File: config.mk
export PLATFORM = sky130hd
export DESIGN_NAME = counter_param
export DESIGN_NICKNAME = d
export VERILOG_FILES = /design/src/rtl/timer_pkg.sv /design/src/rtl/counter_param.sv
export SDC_FILE = /design/constraint.sdc
export NUM_CORES = 1
export LEC_CHECK = 0
export CAP_MARGIN = 40
export CORE_AREA = 2 2 39 41
export CTS_CLUSTER_DIAMETER = 60
export DETAILED_ROUTE_END_ITERATION = 12
export DIE_AREA = 0 0 41 43
export SLEW_MARGIN = 20
export SYNTH_ARGS = -nofsm -noshare
export SYNTH_HDL_FRONTEND = slang
export SYNTH_SLANG_ARGS = --single-unit
export TNS_END_PERCENT = 10
File: constraint.sdc
create_clock -name clk -period 2.2 [get_ports clk]
set_input_delay 0.44 -clock clk [delete_from_list [all_inputs] [get_ports clk]]
set_output_delay 0.44 -clock clk [all_outputs]
set_load 0.01 [all_outputs]
File: src/rtl/timer_pkg.sv
// timer_pkg: shared state encoding, default phase lengths and mode selectors
// for the counter_param family.
`default_nettype none

package timer_pkg;

  typedef enum logic [1:0] {
    ST_IDLE = 2'd0,
    ST_RUN  = 2'd1,
    ST_DONE = 2'd2
  } state_e;

  localparam int PHASE_WIDTH    = 4;
  localparam int PHASE_TERMINAL = 7;
  localparam int PHASE_OUT_AT   = 3;

  localparam int MODE_ONESHOT  = 0;
  localparam int MODE_WRAP     = 1;
  localparam int MODE_NO_ABORT = 0;
  localparam int MODE_ABORT    = 1;

endpackage

`default_nettype wire

File: src/rtl/counter_param.sv
// counter_param: parametrised phase counter (0..TERMINAL) with threshold flag,
// start/clear handshake, optional abort, done pulse and busy flag.
`default_nettype none

module counter_param
  import timer_pkg::*;
#(
  parameter int WIDTH    = PHASE_WIDTH,
  parameter int TERMINAL = PHASE_TERMINAL,
  parameter int OUT_AT   = PHASE_OUT_AT,
  parameter int WRAP     = MODE_ONESHOT,
  parameter int ABORT    = MODE_NO_ABORT
) (
  input  logic             clk,
  input  logic             rst_n,
  input  logic             start,
  input  logic             clear,
  input  logic             en,
  output logic [WIDTH-1:0] count,
  output logic             out,
  output logic             busy,
  output logic             done
);

  if (WIDTH < 1 || TERMINAL >= (1 << WIDTH) || OUT_AT > TERMINAL || OUT_AT < 0)
  begin : g_bad_params
    $fatal(1, "counter_param: illegal WIDTH/TERMINAL/OUT_AT combination");
  end

  localparam logic [WIDTH-1:0] TERM_V = WIDTH'(TERMINAL);
  localparam logic [WIDTH-1:0] OUT_V  = WIDTH'(OUT_AT);
  localparam logic [WIDTH-1:0] ONE    = WIDTH'(1);

  state_e           state, state_n;
  logic [WIDTH-1:0] count_n;
  logic             out_n;
  logic             done_n;

  always_ff @(posedge clk or negedge rst_n) begin
    if (!rst_n) begin
      state <= ST_IDLE;
      count <= '0;
      out   <= 1'b0;
      busy  <= 1'b0;
      done  <= 1'b0;
    end else begin
      state <= state_n;
      count <= count_n;
      out   <= out_n;
      busy  <= (state_n == ST_RUN);
      done  <= done_n;
    end
  end

  always_comb begin
    state_n = state;
    count_n = count;
    out_n   = out;
    done_n  = 1'b0;
    case (state)
      ST_IDLE: begin
        count_n = '0;
        out_n   = 1'b0;
        if (start && !clear) state_n = ST_RUN;
      end
      ST_RUN: begin
        if ((ABORT != 0) && clear) begin
          state_n = ST_IDLE;
          count_n = '0;
          out_n   = 1'b0;
        end else begin
          // Threshold is watched every RUN edge, whether or not en ticks.
          if (count == OUT_V) out_n = 1'b1;
          if (en) begin
            if (count == TERM_V) begin
              done_n = 1'b1;
              if (WRAP != 0) begin
                count_n = '0;
                out_n   = 1'b0;
              end else begin
                state_n = ST_DONE;
              end
            end else begin
              count_n = count + ONE;
            end
          end
        end
      end
      ST_DONE: begin
        if (clear) begin
          state_n = ST_IDLE;
          count_n = '0;
          out_n   = 1'b0;
        end
      end
      default: begin
        state_n = ST_IDLE;
        count_n = '0;
        out_n   = 1'b0;
      end
    endcase
  end

endmodule

`default_nettype wire

==> out/qor.csv <==
stage,metric,value,unit
setup_path,crit_family,buffers and inverters,
floorplanning,core,1384,um2
power,seq_power_share,0.406,
setup_path,critical_path_class,flip-flop to output port,
cts,cts_max_path_buffers,2,
yosys,synth_nets,49,
final_layout,fin_area,608.1,um2
power,peakVddDrop,0.5991,mV
power,power_leakage,0.0002503,uW
yosys,async_reset_ff_frac,1.000,
yosys,synthDominantCellAreaShare,0.4891,
timing,skew,0.005039,ns
yosys,synth-seq-cells,9,
timing,worst_pin_slew,0.4015,ns
detailed_routing,wl_per_cell,13.16,um
floorplanning,io_pins,12,
yosys,synthCells,43,
detailed_routing,wirelength,961,um
setup_path,cp.required,1.76,ns
timing,period_share,0.7812,
final_layout,final_core_util,0.4394,
setup_path,cp_max_fo,7,
placed_design,portBuffers,11,
placed_design,dp.cells,69,
hold_path,worstHoldPathType,primary input to asynchronous set/reset pin,
cts,numCtsBuffers,3,
setup_path,cp_slowest_cell,clkdlybuf4s50_1,
yosys,synth_area,460.4,um2
cts,clk_latency,0.25,ns
final_layout,fill_cells,147,
timing,layout_min_cycle_time,1.719,ns
power,p_per_area,1213,nW/um2
power,swShare,0.3457,
floorplanning,num_rows,14,
global_routing,grt_overflow_total,0,
setup_path,path_cells,clkdlybuf4s50_1,
placed_design,dp_hpwl,688.6,um
cts,cts_tree,done,
final_layout,antenna_cells,0,
detailed_routing,vias,398,
detailed_routing,drt_iter0_markers,12,
setup_path,cp-end-kind,output port,
yosys,synth_top_cell_by_area,dfrtp_1,
final_layout,drive_gt1_frac,0.1754,
cts,hold_buffers,0,
yosys,synth_edf_count,0,
cts,cts-root-buf,clkbuf_4,
timing,slew_violations,0,
setup_path,crit_arrival,1.28,ns
global_routing,grt_max_degree,10,
global_routing,grt_pass1_vias,346,
setup_path,path_buf_inv,1,
power,power,737.7,uW
power,pwr-share-clk,0.167,
setup_path,r2r_cells,4,
cts,htreeDepth,1,
cts,cts.clk_slew.worst_paths,0.06,ns
run,max_cap_viol_count,0,
yosys,synth_area_leaders,"dfrtp_1, nand2_1, nand4_1",
power,power.internal,482.7,uW
global_routing,antenna_found_initial,0,
detailed_routing,drt_first_pass_iters,4,
placed_design,placed_area,581.8,um2
power,combPwrFrac,0.427,
final_layout,nNetsFinal,64,
final_layout,syn_to_final_growth,32.07,%
yosys,synth_area_per_cell,10.71,um2
setup_path,critPathMaxStageDelay,0.58,ns
placed_design,finalWeightedCongestion,0.7134,
floorplanning,die_x,41,um
floorplanning,dieArea,1763,um2
cts,post_cts_resized,0,
setup_path,crit_start,count[2],
detailed_routing,drc_errors,0,
timing,fin_setup_tns,0,ns
global_routing,grt_usage,0.1354,
power,power.switching,255.0,uW
yosys,yosys.cell_types.count,24,
floorplanning,die_h,43,um
detailed_routing,vias_per_cell,5.452,
final_layout,instances_no_fill,73,
setup_path,r2r_end,state[1],
timing,fmax,581.9,MHz
run_status,outcome,"complete, no violations",
timing,rsz0062_at_grt,false,
yosys,synth_ff_type,dfrtp_1,
cts,cts_setup_buffers,0,
floorplanning,start_util,0.3327,
yosys,yosysWarnings,0,
setup_path,regToRegSetupSlack,0.68,ns
timing,slew_headroom,0.7315,
setup_path,worstSetupStartpointType,flip-flop,
global_routing,grt_pass1_wl,1.552,mm
detailed_routing,ant_nets,0,
cts,cts_sinks,9,
timing,setup_viol,0,
yosys,ys_seq_area_frac,0.4891,
timing,hold_viol,0,
setup_path,reg2reg_from,count[0],
==> cells in the final DEF, fill, tap and decap left out, types with 2 or more instances in the layout <==
cell	count
clkbuf_4	3
dfrtp_1	9
clkdlybuf4s50_1	11
nand2_1	5
o211ai_1	2
a311oi_1	2
inv_1	2
nand4_1	3
a21oi_1	3
==> metrics by stage <==
step | setup WS (ns) | hold WS, ns
after CTS | 0.4679 | 0.4863
after global routing | 0.4183 | 0.5109
after detailed placement | 0.3176 | 0.4897
final | 0.4814 | 0.4780
after global placement | 0.3522 | 0.4800
after floorplan | 0.7316 | 0.1444
==> logic make-up after synthesis <==
group / synth area share
compound gates: 0.1576
simple gates: 0.2745
buf+inv: 0.05162
flops: 0.4891
fa+ha+maj: 0.02717
==> registers in the layout, summed over array words and instances (netlist names) <==
register,flops
done,1
out,1
count,4
state,2
busy,1
==> per-layer routing <==
metal / global-route usage / vias up / part of all wire
li1: - / 193 / -
met1: 0.1869 / 194 / 0.46
met2: 0.1750 / 9 / 0.49
met3: 0.01571 / 2 / 0.030
met4: 0.1200 / 0 / 0.020
met5: 0 / - / 0
==> final cells by class <==
| type | instances | area, um2 | share of cell area |
|---|---|---|---|
| inverters | 2 | 7.507 | 0.01235 |
| multi-input cells | 30 | 211.5 | 0.3477 |
| clock buffers | 4 | 26.28 | 0.04321 |
| flip-flops and latches | 9 | 225.2 | 0.3704 |
| well taps | 16 | 20.02 | 0.03292 |
| repair buffers | 12 | 117.6 | 0.1934 |
==> Yosys cell counts, drive strengths merged, types with 2 or more instances <==
cell / n
o211ai: 2
nand4: 3
dfrtp: 9
nand2: 5
a21oi: 3
a311oi: 2
inv: 2
==> worst max-delay path by stage <==
stage	to	slack (ns)	depth (start not counted)
after floorplan	state[1]	0.73	4
after global placement	count[3]	0.35	4
after detailed placement	count[3]	0.32	4
after CTS	count[2]	0.47	1
after global routing	count[2]	0.42	1
final	count[2]	0.48	1
==> power groups by stage <==
stage	logic (uW)	registers (uW)	clock network, uW
3_3_place_gp	311	302	0
5_1_grt	350	312	141
2_1_floorplan	171	311	0
4_1_cts	321	300	131
3_5_place_dp	319	303	0
6_report	315	299	123
Note: power is estimated with default switching activity, not from simulation.
